File: src/rtl/clk_div_pkg.sv
// Shared types and helpers for the multi-channel clock divider.
package clk_div_pkg;

    typedef enum logic [1:0] {
        IDLE,
        RUN,
        DRAIN
    } chan_state_t;

    localparam int unsigned MIN_RATIO = 2;

    // High-phase length of one period: ceil(a/2), so odd ratios run high one cycle longer.
    function automatic int unsigned half_hi(input int unsigned a);
        return (a + 1) >> 1;
    endfunction

endpackage

File: src/rtl/clk_div_chan.sv
// One divider channel: period counter, active ratio, registered clk_out/cfg_err.
// Optional tick output is built only when CLK_DIV_TICK_EN is defined.
//
// state | meaning
// IDLE  | stopped, clk_out low, tracking div_ratio every cycle
// RUN   | producing periods, ratio resampled at each wrap
// DRAIN | enable dropped, finishing the current period before stopping
module clk_div_chan
    import clk_div_pkg::*;
#(
    parameter int WIDTH = 3
) (
    input  logic             clock,
    input  logic             reset,
    input  logic             enable,
    input  logic             sync,
    input  logic [WIDTH-1:0] ratio,
    output logic             clk_out,
    output logic             tick,
    output logic             cfg_err
);

    chan_state_t      state_q, state_d;
    logic [WIDTH-1:0] cnt_q, cnt_d;
    logic [WIDTH-1:0] act_q, act_d;
    logic             clk_q, clk_d;
    logic             err_q, err_d;
    logic             start;

    logic [WIDTH-1:0] cnt_inc;
    logic [WIDTH-1:0] half;
    logic [WIDTH-1:0] last;
    logic             ratio_ok;
    logic             wrap;

    assign ratio_ok = 32'(ratio) >= MIN_RATIO;
    assign half     = WIDTH'(half_hi(32'(act_q)));
    assign last     = act_q - WIDTH'(1);
    assign wrap     = (cnt_q == last);
    assign cnt_inc  = cnt_q + WIDTH'(1);

    always_comb begin
        state_d = state_q;
        cnt_d   = cnt_q;
        act_d   = act_q;
        clk_d   = 1'b0;
        err_d   = 1'b0;
        start   = 1'b0;

        // A sync strobe restarts an enabled, validly configured channel from any state.
        if (sync && enable && ratio_ok) begin
            start   = 1'b1;
            act_d   = ratio;
            cnt_d   = '0;
            state_d = RUN;
        end else begin
            unique case (state_q)
                IDLE: begin
                    act_d = ratio;
                    cnt_d = '0;
                    err_d = enable && !ratio_ok;
                    if (enable && ratio_ok) begin
                        start   = 1'b1;
                        state_d = RUN;
                    end
                end
                RUN, DRAIN: begin
                    if (wrap) begin
                        act_d = ratio;
                        cnt_d = '0;
                        if (enable && ratio_ok) begin
                            start   = 1'b1;
                            state_d = RUN;
                        end else begin
                            state_d = IDLE;
                            err_d   = enable;
                        end
                    end else begin
                        // Mid-period: ratio is ignored so the period is never cut or stretched.
                        cnt_d   = cnt_inc;
                        clk_d   = cnt_inc < half;
                        state_d = enable ? RUN : DRAIN;
                    end
                end
                default: begin
                    state_d = IDLE;
                end
            endcase
        end

        if (start) begin
            clk_d = 1'b1;
        end
    end

    always_ff @(posedge clock) begin
        if (reset) begin
            state_q <= IDLE;
            cnt_q   <= '0;
            act_q   <= '0;
            clk_q   <= 1'b0;
            err_q   <= 1'b0;
        end else begin
            state_q <= state_d;
            cnt_q   <= cnt_d;
            act_q   <= act_d;
            clk_q   <= clk_d;
            err_q   <= err_d;
        end
    end

    assign clk_out = clk_q;
    assign cfg_err = err_q;

`ifdef CLK_DIV_TICK_EN
    logic tick_q;

    always_ff @(posedge clock) begin
        if (reset) begin
            tick_q <= 1'b0;
        end else begin
            tick_q <= start;
        end
    end

    assign tick = tick_q;
`else
    assign tick = 1'b0;
`endif

endmodule

File: src/rtl/clk_div_multi.sv
// Multi-channel programmable clock divider: CHANNELS independent clk_div_chan instances.
// Define CLK_DIV_TICK_EN to build the per-channel tick pulse; otherwise tick reads 0.
module clk_div_multi
    import clk_div_pkg::*;
#(
    parameter int WIDTH    = 3,
    parameter int CHANNELS = 4
) (
    input  logic                      clock,
    input  logic                      reset,
    input  logic [CHANNELS-1:0]       enable,
    input  logic                      sync,
    input  logic [CHANNELS*WIDTH-1:0] div_ratio,
    output logic [CHANNELS-1:0]       clk_out,
    output logic [CHANNELS-1:0]       tick,
    output logic [CHANNELS-1:0]       cfg_err
);

    for (genvar i = 0; i < CHANNELS; i++) begin : g_chan
        clk_div_chan #(
            .WIDTH (WIDTH)
        ) u_chan (
            .clock   (clock),
            .reset   (reset),
            .enable  (enable[i]),
            .sync    (sync),
            .ratio   (div_ratio[i*WIDTH +: WIDTH]),
            .clk_out (clk_out[i]),
            .tick    (tick[i]),
            .cfg_err (cfg_err[i])
        );
    end

endmodule
File: config.mk
export PLATFORM = sky130hd
export DESIGN_NAME = clk_div_multi
export DESIGN_NICKNAME = d
export VERILOG_FILES = /design/src/rtl/clk_div_pkg.sv /design/src/rtl/clk_div_chan.sv /design/src/rtl/clk_div_multi.sv
export SDC_FILE = /design/constraint.sdc
export NUM_CORES = 1
export LEC_CHECK = 0
export BUFFER_PORTS_ARGS = -buffer_cell sky130_fd_sc_hd__buf_2
export CAP_MARGIN = 30
export CORE_ASPECT_RATIO = 1.75
export CORE_UTILIZATION = 40
export DETAILED_ROUTE_END_ITERATION = 10
export PLACE_DENSITY_LB_ADDON = 0.3
export SLEW_MARGIN = 40
export SYNTH_ARGS = -nofsm -noshare
export SYNTH_HDL_FRONTEND = slang
export SYNTH_SLANG_ARGS = --single-unit
File: constraint.sdc
create_clock -name clock -period 1.8 [get_ports clock]
set_clock_uncertainty 0.2 [all_clocks]
set_input_delay 0.18 -clock clock [delete_from_list [all_inputs] [get_ports clock]]
set_output_delay 0.18 -clock clock [all_outputs]
set_load 0.05 [all_outputs]
==> results.yml, run 1 <==
run_status:
  status: "complete, but fails checks"
  violations: "negative setup slack"
logic_synthesis:
  synth-edff-count: 0
  syn_area_per_cell_um2: 8.30
  synth_top_family_by_area: "simple AND/OR/NAND/NOR gates"
  synth_compound_area_share_pct: 16.0
  ys_warn_count: 0
  ys_seq_area_share_pct: 30.0
  synth-xor-area-share_pct: 8.67
  synth_mux_area_share_pct: 4.87
  ys_async_sr_fraction_pct: 0
  yosysUniqueCellTypes: 44
  ys_ff_latch: 40
  synthCells: 322
  synthAdderAreaFrac_pct: 13.1
  synth_area_mm2: 0.00267
  synth_top_flop_cell: "dfxtp_1"
  synthSimpleGateAreaFrac_pct: 19.1
global_routing:
  grt_pass1_wl_mm: 10.5
  grt_max_degree: 13
  grt_pass1_vias: 2409
  antenna_found_initial: 0
  overflow: 0
  globalRouteTotalUtil_pct: 19.5
min_path:
  hold_depth: 3
  hp-class: "in2reg"
  whs_endpoint: "g_chan[1].u_chan.cfg_err$_SDFF_PP0_"
  min-delay-start: "div_ratio[5]"
pwr:
  ir_drop_v: 0.000597
  p_per_area_mw_per_mm2: 814
  p_leak_nw: 1.61
  power.total_mw: 3.10
placed_design:
  routabilityCongestion: 0.851
  numPortBuffers: 26
  post-place-ws_ns: -0.187
  placed_area_mm2: 0.00319
  place_hpwl_mm: 4.74
critical_path:
  cp.required_ns: 1.82
  crit_path_top_delay_cell: "or4_4"
  r2r-end: "g_chan[3].u_chan.state_q[1]$_SDFFE_PP0P_"
  rr_worst_depth: 6
  arrival_ns: 1.86
  criticalPathCategory: "reg2reg"
  crit_fanout: 4
  setup.worst_path.start_class: "flop"
  slowest_delay_ns: 0.42
  rr_startpoint: "g_chan[3].u_chan.act_q[0]$_SDFFE_PP0P_"
  end_kind: "flop"
  crit_buf_inv: 1
  rrSetupSlack_ns: -0.04
  critPathTopFamily: "simple AND/OR/NAND/NOR gates"
  crit_path_cell_trace: "inv_2 -> ha_4 -> xnor3_2 -> and3_4 -> or4_4 -> a21oi_2"
timing:
  rsz0062_at_grt: "true"
  worst_slack_ns: -0.0358
  finalSetupViolations: 5
  period_share_pct: 102
  fmax_ghz: 0.545
  fin_crit_ns: 1.84
  final_hold_viol_count: 0
  finalMaxSlewViolations: 0
drt:
  drt_wl_total_mm: 6.65
  routedWlPerCell_um: 14.1
  ant_nets: 0
  drcViolationCount: 0
  vias: 2506
  first_pass_iters: 4
  dr.first_iter.drc_count: 135
  viasPerCell: 5.30
floorplanning:
  start_util_pct: 41.2
  dieHeight_um: 110
  io_pins: 31
  num_rows: 39
  dieArea_mm2: 0.00702
  core_area_mm2: 0.00649
  die_w_um: 63.8
clock_network:
  clock_path_buffers: 2
  clk_pin_slew_worst_paths_ns: 0.06
  clock_latency_ns: 0.28
  htree_num_levels: 2
  cts_tree: "done"
  cts.sinks: 40
  root_buffer: "clkbuf_16"
  cts_buffers: 5
cells_and_area:
  multi_input_area_mm2: 0.00206
  antenna_cells: 0
  fin_util_pct: 58.8
  seqCellArea_um2: 826
  syn_to_final_growth_pct: 42.8
  fill_cells: 569
  final_area_mm2: 0.00381
  nets: 438
  final_cell_mix: "nand2_1 (52), buf_4 (35), dfxtp_1 (26), buf_2 (26), ha_1 (19)"
  final_common_cell: "nand2_1"
  layout-drive-gt1-share_pct: 40.2
flow_run:
  cap_viol_max_count: 0
==> Yosys cell counts, drive strengths merged, types with 2 or more instances <==
master / instances / area share (%)
nor2b: 3 / 0.70
and3: 4 / 0.94
or3b: 2 / 0.66
o21ai: 12 / 2.2
nand2: 54 / 7.6
a221o: 3 / 1.1
xor2: 10 / 3.3
buf: 12 / 3.4
a31oi: 4 / 0.94
inv: 25 / 3.5
a311oi: 5 / 1.6
o2111ai: 3 / 0.98
nor2: 12 / 1.7
mux2i: 13 / 4.9
a211oi: 4 / 1.1
dfxtp: 40 / 30
a21oi: 17 / 3.2
ha: 28 / 13
nor3b: 2 / 0.56
clkbuf: 9 / 1.3
or2: 3 / 0.70
nor3: 4 / 0.75
a21o: 3 / 0.84
xnor2: 6 / 2.0
xnor3: 3 / 2.5
nand3: 18 / 3.4
a41oi: 2 / 0.66
o21a: 5 / 1.4
==> registers in the layout, summed over array words and instances, names as in the netlist <==
register / flops
g_chan.u_chan.act_q: 12
g_chan.u_chan.cfg_err: 4
g_chan.u_chan.state_q: 8
g_chan.u_chan.clk_out: 4
g_chan.u_chan.cnt_q: 12
==> worst register-to-register path, stage by stage, from the launching register on <==
cell and delay (ns):
dfxtp_2 0.36, inv_2 0.05, ha_4 0.15, xnor3_2 0.27
and3_4 0.21, or4_4 0.42, a21oi_2 0.13
==> how the worst max path moves through the flow <==
stage               cells after the start  slack [ns]                                  endpoint                                     start
global placement                        6       -0.18       g_chan[2].u_chan.clk_out$_SDFF_PP0_  g_chan[2].u_chan.state_q[0]$_SDFFE_PP0P_
detailed placement                      6       -0.19       g_chan[2].u_chan.clk_out$_SDFF_PP0_  g_chan[2].u_chan.state_q[1]$_SDFFE_PP0P_
CTS                                     6       -0.13       g_chan[2].u_chan.clk_out$_SDFF_PP0_  g_chan[2].u_chan.state_q[1]$_SDFFE_PP0P_
global route                            8       -0.10    g_chan[1].u_chan.cnt_q[2]$_SDFFE_PP0P_    g_chan[1].u_chan.act_q[0]$_SDFFE_PP0P_
finish                                  6       -0.04  g_chan[3].u_chan.state_q[1]$_SDFFE_PP0P_    g_chan[3].u_chan.act_q[0]$_SDFFE_PP0P_
floorplan                               4       0.002  g_chan[3].u_chan.state_q[1]$_SDFFE_PP0P_    g_chan[3].u_chan.cnt_q[2]$_SDFFE_PP0P_
==> per-stage QoR <==
stage          TNS, ns  instances  hold slack (ns)
2_1_floorplan        0        325            0.111
3_3_place_gp    -0.509        451            0.220
3_5_place_dp    -0.931        451            0.222
4_1_cts         -0.398        473          0.00935
5_1_grt         -0.939        473           0.0448
6_report       -0.0928        473           0.0427
==> final cells by class <==
cell class,instances,area share [%]
Multi-Input combinational cell,239,54.0
Sequential cell,40,21.7
Timing Repair Buffer,80,15.5
Clock buffer,6,3.38
Tap cell,82,2.69
Inverter,25,2.59
Clock inverter,1,0.131
==> timing repair <==
action / 4_1_cts / 5_1_grt
pin swaps: 19 / 30
endpoints found under the hold margin: 12 / 0
setup endpoints to repair: 21 / 31
resized for setup: 27 / 61
hold buffers: 12 / 0
setup buffers: 3 / 2
==> where the power goes <==
part / internal [mW] / leakage, nW / switching, mW / total (mW)
sequential: 0.969 / 0.334 / 0.0589 / 1.03
combinational: 0.581 / 1.21 / 0.642 / 1.22
clock: 0.504 / 0.0667 / 0.350 / 0.854
total: 2.05 / 1.61 / 1.05 / 3.10
==> kinds of logic (layout without fill, tap and decap cells) <==
group | count (synthesis) | count (layout)
and+or+nand+nor | 110 | 110
AOI/OAI and AO/OA | 64 | 64
buffers and inverters | 46 | 112
DFF | 40 | 40
adders and majority gates | 28 | 28
xor gates and xnor gates | 20 | 20
muxes | 13 | 13
other | 1 | 4
==> routing by layer <==
layer  vias to the layer above  global-route usage (%)  part of all wire, %
li1                       1254                       -                    -
met2                        53                    38.8                   57
met4                         0                    9.09                  2.1
met1                      1189                    19.1                   38
met5                         -                       0                    0
met3                        10                    3.29                  3.0
Note: power is estimated with default switching activity, not from simulation.
==> inputs of run 2 (changes only) <==
--- a/config.mk
+++ b/config.mk
@@ -7,8 +7,10 @@
 export LEC_CHECK = 0
 export BUFFER_PORTS_ARGS = -buffer_cell sky130_fd_sc_hd__buf_2
 export CAP_MARGIN = 30
+export CELL_PAD_IN_SITES_DETAIL_PLACEMENT = 2
+export CELL_PAD_IN_SITES_GLOBAL_PLACEMENT = 2
 export CORE_ASPECT_RATIO = 1.75
-export CORE_UTILIZATION = 40
+export CORE_UTILIZATION = 32
 export DETAILED_ROUTE_END_ITERATION = 10
 export PLACE_DENSITY_LB_ADDON = 0.3
 export SLEW_MARGIN = 40
==> run 2 against run 1 <==
  * The flow still finishes with violations (negative setup slack)
  * Register-to-register slack is essentially flat
  * Via count grew 3.3%
  * Total power grew 4.5%
  * Design area grew 0.46%
==> results.yml, run 2 (synthesis gave the netlist of run 1 again) <==
clock_network:
  cts_buffers: 5
  clock_path_buffers: 2
  cts.sinks: 40
  root_buffer: "clkbuf_16"
  clk_pin_slew_worst_paths_ns: 0.06
  htree_num_levels: 2
  clock_latency_ns: 0.29
  cts_tree: "done"
timing:
  period_share_pct: 103
  relSlewSlack_pct: 65.3
  finalSetupViolations: 12
  final_hold_viol_count: 0
  worst_slack_ns: -0.0494
  tightest_slew_ns: 0.515
  finalMaxSlewViolations: 0
  fin_crit_ns: 1.85
  rsz0062_at_grt: "true"
  fmax_ghz: 0.541
  setup_tns_ns: -0.216
  holdWs_ns: 0.0331
placed_design:
  placed_area_mm2: 0.00323
  placed_cells: 461
  place_hpwl_mm: 6.29
  routabilityCongestion: 0.766
  numPortBuffers: 26
run_status:
  violations: "negative setup slack"
  status: "complete, but fails checks"
floorplanning:
  start_util_pct: 33.3
  dieArea_mm2: 0.00873
  die_w_um: 71.1
  dieHeight_um: 123
  num_rows: 43
  core_area_mm2: 0.00802
  io_pins: 31
cells_and_area:
  seqCellArea_um2: 825
  layout-drive-gt1-share_pct: 39.2
  multi_input_area_mm2: 0.00204
  top_regs: "g_chan.u_chan.act_q: 12 flops, g_chan.u_chan.cnt_q: 12 flops, g_chan.u_chan.state_q: 8 flops"
  final_common_cell: "nand2_1"
  antenna_cells: 0
  final_cell_mix: "nand2_1 (53), buf_4 (40), buf_2 (26)"
  nets: 442
  fill_cells: 871
  final_area_mm2: 0.00383
  final_cell_count_no_fill: 485
  syn_to_final_growth_pct: 43.4
pwr:
  comb_power_share_pct: 40.7
  p_int_mw: 2.09
  p_sw_share_pct: 35.5
  p_clk_share_pct: 27.5
  seq_power_share_pct: 31.8
  ir_drop_v: 0.000387
  switchingPower_mw: 1.15
  p_leak_nw: 1.63
  p_per_area_mw_per_mm2: 847
drt:
  drt_wl_total_mm: 9.21
  first_pass_iters: 6
  drcViolationCount: 0
  dr.first_iter.drc_count: 60
  viasPerCell: 5.34
  ant_nets: 0
  routedWlPerCell_um: 19.0
  vias: 2589
critical_path:
  setup.worst_path.start_class: "flop"
  end_kind: "flop"
  criticalPathCategory: "reg2reg"
  cp.required_ns: 1.77
  arrival_ns: 1.82
  crit_fanout: 2
min_path:
  hp-class: "in2reg"
global_routing:
  grt_pass1_vias: 3019
  globalRouteTotalUtil_pct: 21.6
  overflow: 0
  grt_max_degree: 17
  antenna_found_initial: 0
  grt_pass1_wl_mm: 14.3
flow_run:
  cap_viol_max_count: 0
-- run 2: cell types whose count changed in the layout (fill, tap and decap cells not counted), sizes merged --
cell,before,now
buf,68,72
-- run 2: metal layers --
metal	routed length [um]	GRT usage [%]	share of wire [%]
met3	146	2.79	1.6
met2	5510	46.5	60
met5	0	0	0
met4	157	7.00	1.7
met1	3390	19.8	37
-- run 2: repair_timing --
item	in CTS	in global routing
setup buffers	3	2
pin swaps	12	23
hold buffers	12	0
endpoints found under the setup margin	29	37
endpoints found under the hold margin	12	0
resized for setup	36	41
-- run 2: worst max-delay path, stage by stage, from the launching register on --
cell,delay [ns]
dfxtp_2,0.35
xnor3_2,0.47
a41oi_2,0.25
nor4b_2,0.09
a221o_1,0.37
-- run 2: area by class of cell --
type,instances,share of cell area [%]
Inverter,25,2.51
Clock inverter,1,0.131
Tap cell,90,2.94
Clock buffer,6,3.36
Timing Repair Buffer,84,16.4
Sequential cell,40,21.5
Multi-Input combinational cell,239,53.2
-- run 2: per-stage QoR --
stage	util (%)	total power, mW	worst slack, ns
2_1_floorplan	-	1.72	0.00160
3_3_place_gp	40.3	2.02	-0.190
3_5_place_dp	40.3	2.07	-0.197
4_1_cts	45.3	3.12	-0.122
5_1_grt	47.8	3.39	-0.122
6_report	47.8	3.24	-0.0494
-- run 2: worst paths after layout --
kind | start | to | slack (ns) | depth (start not counted)
setup / recovery | g_chan[1].u_chan.cnt_q[2]$_SDFFE_PP0P_ | g_chan[1].u_chan.clk_out$_SDFF_PP0_ | -0.05 | 4
hold / removal | enable[1] | g_chan[1].u_chan.state_q[0]$_SDFFE_PP0P_ | 0.03 | 3
setup reg to reg | g_chan[1].u_chan.cnt_q[2]$_SDFFE_PP0P_ | g_chan[1].u_chan.clk_out$_SDFF_PP0_ | -0.05 | 4
hold reg to reg | g_chan[3].u_chan.act_q[2]$_SDFFE_PP0P_ | g_chan[3].u_chan.act_q[2]$_SDFFE_PP0P_ | 0.29 | 2
-- run 2: power groups by stage --
stage	registers, mW	clock network, mW	logic (mW)
2_1_floorplan	1.04	0	0.680
5_1_grt	1.04	0.937	1.41
3_5_place_dp	1.04	0	1.03
3_3_place_gp	1.04	0	0.981
4_1_cts	1.03	0.919	1.17
6_report	1.03	0.893	1.32
